## config.mk

```make
export PLATFORM = sky130hd
export DESIGN_NAME = encoder4to2_reg
export DESIGN_NICKNAME = d
export VERILOG_FILES = /design/src/rtl/encoder4to2_reg.sv
export SDC_FILE = /design/constraint.sdc
export NUM_CORES = 1
export LEC_CHECK = 0
export ABC_AREA = 1
export CORE_MARGIN = 4
export CORE_UTILIZATION = 40
export CTS_CLUSTER_SIZE = 12
export DETAILED_ROUTE_END_ITERATION = 10
export PLACE_DENSITY_LB_ADDON = 0.12
export SYNTH_ARGS = -nofsm -noshare
export SYNTH_HDL_FRONTEND = slang
export SYNTH_SLANG_ARGS = --single-unit
```

## constraint.sdc

```tcl
create_clock -name clk -period 1.3 [get_ports clk]
set_clock_uncertainty 0.1 [all_clocks]
set_input_delay 0.195 -clock clk [delete_from_list [all_inputs] [get_ports clk]]
set_output_delay 0.195 -clock clk [all_outputs]
set_load 0.005 [all_outputs]
```

## src/rtl/encoder4to2_reg.sv

```systemverilog
// encoder4to2_reg
//   Registered priority encoder with a valid/ready input and a one-entry
//   output register. It turns an N-line select vector (normally the one-hot
//   outputs of a 2-to-4 decoder) back into a binary index. It also flags
//   all-zero and multi-hot inputs, and keeps a saturating count of the
//   multi-hot inputs it has accepted.
//
// Handshake (valid/ready, both sides):
//   A transfer happens on a rising clk edge where valid && ready.
//   in_ready = (state == EMPTY) || out_ready. It is combinational and never
//   depends on in_valid. While out_valid is high and out_ready is low, the
//   result outputs stay stable. A simultaneous drain and accept reloads the
//   register on the same edge, so no bubble is inserted.
//
// Ports:
//   clk, rst_n        rising-edge clock, asynchronous active-low reset
//   in_valid/in_ready input handshake for d
//   d[N-1:0]          input lines; d[i] high means line i is asserted
//   out_valid         result register holds a valid result (FSM == FULL)
//   out_ready         downstream takes the result this cycle
//   y[W-1:0]          index of the highest-numbered asserted line
//   zero              captured d had no line asserted
//   multi             captured d had two or more lines asserted
//   err_cnt[CNT_W-1:0] saturating count of accepted multi-hot inputs
module encoder4to2_reg #(
  parameter  int N     = 4,
  parameter  int CNT_W = 8,
  localparam int W     = $clog2(N)
) (
  input  logic             clk,
  input  logic             rst_n,
  input  logic             in_valid,
  output logic             in_ready,
  input  logic [N-1:0]     d,
  output logic             out_valid,
  input  logic             out_ready,
  output logic [W-1:0]     y,
  output logic             zero,
  output logic             multi,
  output logic [CNT_W-1:0] err_cnt
);

  typedef enum logic {
    EMPTY = 1'b0,
    FULL  = 1'b1
  } state_t;

  state_t             state_q, state_d;
  logic [W-1:0]       y_q, y_d;
  logic               zero_q, zero_d;
  logic               multi_q, multi_d;
  logic [CNT_W-1:0]   err_cnt_q, err_cnt_d;

  logic               accept;
  logic               drain;
  logic [W-1:0]       y_enc;
  logic               zero_enc;
  logic               multi_enc;

  assign in_ready  = (state_q == EMPTY) || out_ready;
  assign out_valid = (state_q == FULL);
  assign accept    = in_valid && in_ready;
  assign drain     = out_valid && out_ready;

  // Combinational encode of the live input. The last matching line wins,
  // so y ends up as the highest-numbered asserted line.
  always_comb begin
    y_enc = '0;
    for (int i = 0; i < N; i++) begin
      if (d[i]) y_enc = W'(i);
    end
    zero_enc  = (d == '0);
    // Clearing the lowest set bit leaves something only if two or more
    // bits were set.
    multi_enc = |(d & (d - N'(1)));
  end

  always_comb begin
    state_d   = state_q;
    y_d       = y_q;
    zero_d    = zero_q;
    multi_d   = multi_q;
    err_cnt_d = err_cnt_q;

    if (accept) begin
      y_d     = y_enc;
      zero_d  = zero_enc;
      multi_d = multi_enc;
      if (multi_enc && (err_cnt_q != '1)) begin
        err_cnt_d = err_cnt_q + CNT_W'(1);
      end
    end

    case (state_q)
      EMPTY:   if (accept) state_d = FULL;
      FULL:    if (drain && !accept) state_d = EMPTY;
      default: state_d = EMPTY;
    endcase
  end

  always_ff @(posedge clk or negedge rst_n) begin
    if (!rst_n) begin
      state_q   <= EMPTY;
      y_q       <= '0;
      zero_q    <= 1'b0;
      multi_q   <= 1'b0;
      err_cnt_q <= '0;
    end else begin
      state_q   <= state_d;
      y_q       <= y_d;
      zero_q    <= zero_d;
      multi_q   <= multi_d;
      err_cnt_q <= err_cnt_d;
    end
  end

  assign y       = y_q;
  assign zero    = zero_q;
  assign multi   = multi_q;
  assign err_cnt = err_cnt_q;

endmodule
```

# Word-level counts from Yosys, hierarchy flattened
# Index checks and enable logic that the tools add are counted.
# Widths: inputs -> output; s select.
totals:
  regBits: 13
  latchBits: 0
  mem_bits_rw: 0
  mem_bits_ro: 0
  in_bits: 8
  out_inout_bits: 14
  wordCells: 25
  mem_count: 0
op_classes:
  addsub: 2
  mul: 0
  div_mod_pow: 0
  n_lt_le_gt_ge: 0
  n_eq_ne: 1
  shifts: 0
  mux: 6
  bitwise: 2
  n_reduce_logical: 9
ops:
  columns: ["cell", "n"]
  rows:
  - ["$add 8x1->8 const B", 1]
  - ["$ne 8x8->1 const B", 1]
  - ["$and 4x4->4", 1]
  - ["$logic_and 1x1->1", 4]
  - ["$logic_not 4->1", 1]
  - ["$mux 2", 2]
  - ["$reduce_or 4->1", 1]
  - ["$sub 4x1->4 const B", 1]
  - ["$mux 1", 3]
  - ["$pmux 1 s2", 1]
  - ["$reduce_and 2->1", 1]
  - ["$logic_not 1->1", 1]
  - ["$logic_or 1x1->1", 1]
  - ["$not 1->1", 1]

# Depth between registers and ports, before layout
logic_depth:
  ltp_word: 7
  mapped_depth: 8
  mapped_depth_nobuf: 8

# Worst setup path before layout
# OpenSTA, ideal clock, no wires.
synth_path:
  kind: "reg-to-reg"
  start: "register err_cnt_q[0] (netlist: err_cnt[0])"
  end: "register err_cnt_q[0] (netlist: err_cnt[0])"
  setup_ns: 0.065
  t_arrival_ns: 1.194
  required_time_ns: 1.135
  setup_slack_ns: -0.059
  path_stages_with_launch: 9
  n_path_buf: 0
  synth_period_minus_slack_ns: 1.359
  cell_sequence: "dfrtp_1 -> ha_1 -> inv_1 -> nor2_1 -> nand2_1 -> clkinv_1 -> nor2_4 -> nand2_1 -> nand2_1"
synth_via:
  elab_chain_len: 3
  elab_cells_between_ends: 4
  cone_classes: "add/sub (1); eq/ne (1); reduce/logical (2)"
synth_lines:
  columns: ["item", "line", "source"]
  rows:
  - ["from (decl)", "52", "logic [CNT_W-1:0] err_cnt_q, err_cnt_d;"]
  - ["from (signal assigned)", "113", "err_cnt_q <= err_cnt_d;"]
  - ["branches (longest 3 deep; another with $add 8x1->8)", null, null]
# Several ways; the timed one is not identified.
# A chain may end at the register's enable or synchronous reset.

# Worst setup path in the final report
layout_path:
  start: "register err_cnt_q[0] (netlist: err_cnt[0])"
  end: "output err_cnt[0]"
layout_lines:
  columns: ["item", "line", "source"]
  rows:
  - ["to (decl)", "40", "output logic [CNT_W-1:0] err_cnt"]
# No word-level cell between the ends.

==> impl_metrics.yaml <==
floorplanning:
  die_width_um: 50.08
  boundaryPins: 22
  die-area_sq_um: 2508
  core_area_sq_um: 1594
  start_util: 0.4443
  rows: 14
  die-height_um: 50.08
yosys:
  mappedNetlistArea_sq_um: 708.2
  synthesis.area_per_instance_sq_um: 7.455
  synthesis.yosys.warnings: 0
  synthesis.instances: 95
  synth_nets: 104
  count_of_cell_types_in_the_netlist: 17
  synth_area_leaders: "dfrtp_1 46%, nand2_1 23%, inv_1 4.8%"
  part_of_the_yosys_area_used_for_sequential_elements: 0.4594
  synth_largest_area_cell: "dfrtp_1"
  synth.ff_latch_count: 13
  yosysTopAreaCellShare: 0.4594
routing:
  antenna_violating_nets_left: 0
  routed_wire_per_std_cell_um: 10.84
  first_iter_violations: 11
  detail_route.first_pass.iterations: 4
  viasPerCell: 4.518
  dr_total_vias: 750
  drc_errors: 0
  finalWirelength_um: 1800
power_and_ir_drop:
  peakVddDrop_mv: 0.9484
  finalPower_mw: 1.413
  power_density_nw_per_um2: 1194
  leakage_power_figure_nw: 0.6199
clock_tree:
  cts_tree: "done"
  cts_buffers: 3
  clock_tree.buffer_depth: 2
  post_cts_hold_buffer_count: 0
  clkSlewWorstSetupHoldPaths_ps: 80
  cts-root-buf: "clkbuf_4"
  clkSinkCount: 13
  h-tree-depth: 1
  clock_latency_ps: 280
setup_path:
  critical_path.reg2reg.endpoint: "err_cnt[7]"
  worst-endpoint-arrival_ps: 1100
  regToRegStartpoint: "err_cnt[1]"
  reg2reg_depth: 9
  timing_worst_setup_path_type: "reg -> out"
  worstSetupEndpointType: "output port"
  cp_data_required_time_ps: 1000
  regToRegSetupSlack_ps: -90
  startpoint_type: "flop"
  crit_fanout: 4
finish:
  area_growth_syn_to_layout_pct: 67.14
  fin_nets: 152
  layout.filler_cells: 134
  postLayoutCoreUtil: 0.7425
  antennaDiodeCount: 0
  drive_above_1_share: 0.2746
  final_design_area_no_fill_sq_um: 1184
timing:
  report.final.setup_viol: 9
  finalHoldViolations: 0
  post-route-min-period_ps: 1392
  worst_pin_slew_ps: 203.1
  highest_clock_frequency_the_design_can_meet_mhz: 718.2
  timing.max_slew.rel_slack: 0.8643
  fin_hold_ws_ps: 117.6
  finalCritPeriodShare: 1.071
  final_number_of_max_transition_violations: 0
  fin_ws_ps: -92.39
  grt_setup_unrepaired: "true"
global_route:
  grt_antenna_before_repair: 0
  grt_pass1_vias: 776
  globalRoute.totalOverflow: 0
  pin_count_of_the_biggest_net_entering_global_routing: 14
  track_usage: 0.1653
  grt_first_pass_wirelength_um: 3139
flow_run:
  maxCapViolations: 0
status:
  violated_checks: "negative setup slack"
  outcome: "finished with violations"
placed_design:
  port_buffers: 21
  detailed_place.area_sq_um: 1041
  dp_hpwl_um: 1229
  detailedPlace.worstSlack_ps: -306.9
  place_congestion: 0.7888
min_path:
  hold_class: "in -> async"
-- power breakdown --
part	switching, mW	internal (mW)	total, mW
sequential	0.0424	0.472	0.515
combinational	0.268	0.373	0.640
clock	0.139	0.119	0.258
-- critical path, cell delays in order (launching register included) --
cell           delay, ps
dfrtp_1              410
buf_4                160
dlygate4sd2_1        260
-- worst max-delay path by stage --
stage / start / endpoint / slack, ps / depth (start not counted)
after detailed placement: out_ready / in_ready / -310 / 4
after CTS: err_cnt[1] / err_cnt[1] / -120 / 3
after global placement: out_ready / in_ready / -270 / 4
final: err_cnt[0] / err_cnt[0] / -90 / 2
after global routing: err_cnt[0] / err_cnt[4] / -180 / 9
after floorplan: err_cnt[0] / err_cnt[0] / 3 / 8
-- flip-flops by register name, indices dropped and copies added (netlist names) --
register,flops
multi,1
zero,1
err_cnt,8
y,2
out_valid,1
-- metal layers --
layer / wire length [um] / vias up / track usage / share of wire
met2: 884 / 15 / 0.2674 / 0.49
li1: - / 388 / - / -
met1: 817 / 342 / 0.2000 / 0.45
met4: 40 / 0 / 0.08295 / 0.022
met3: 58 / 5 / 0.04217 / 0.032
met5: 0 / - / 0 / 0
-- kinds of logic after synthesis --
family                   count (synthesis)  synth area share
AO/OA/AOI/OAI                            8           0.07244
XOR/XNOR                                 3           0.03711
adder cells (fa/ha/maj)                  1           0.01767
buffers and inverters                   11           0.05829
flip-flops                              13            0.4594
AND/OR/NAND/NOR                         59            0.3551
-- per-stage QoR --
stage	std cells	TNS (ps)
floorplan	95	0
global placement	152	-2355
detailed placement	152	-2613
CTS	166	-1203
global route	166	-1414
finish	166	-706.4
-- area by class of cell --
type,instances,area (sq um),area share
clock buffers,4,26.28,0.02220
inverters,11,43.79,0.03700
repair buffers,43,377.9,0.3192
flip-flops and latches,13,325.3,0.2748
well taps,24,30.03,0.02537
multi-input cells,71,380.4,0.3214
-- cell usage after synthesis (all sizes together) --
cell type  number
a21oi           4
clkinv          1
dfrtp          13
ha              1
inv            10
nand2          43
nand3           4
nand3b          1
nand4           1
nor2           10
o21ai           4
xnor2           2
xor2            1
-- placed cells by master, fill, tap and decap left out --
cell type	instances
a21oi_1	3
a21oi_4	1
buf_4	18
buf_6	6
clkbuf_1	1
clkbuf_4	3
clkdlybuf4s50_1	7
dfrtp_1	13
dlygate4sd2_1	12
ha_4	1
inv_1	8
inv_2	2
inv_4	1
nand2_1	41
nand2_2	1
nand2_4	1
nand3_1	2
nand3_2	2
nand3b_1	1
nand4_4	1
nor2_1	8
nor2_2	1
nor2_4	1
o21ai_0	4
xnor2_1	2
xor2_1	1
-- repair_timing --
action	in CTS	in global routing
resized for setup	24	10
setup buffers	10	1
setup endpoints to repair	22	13
pin swaps	20	5
(Power assumes the default switching activity.)
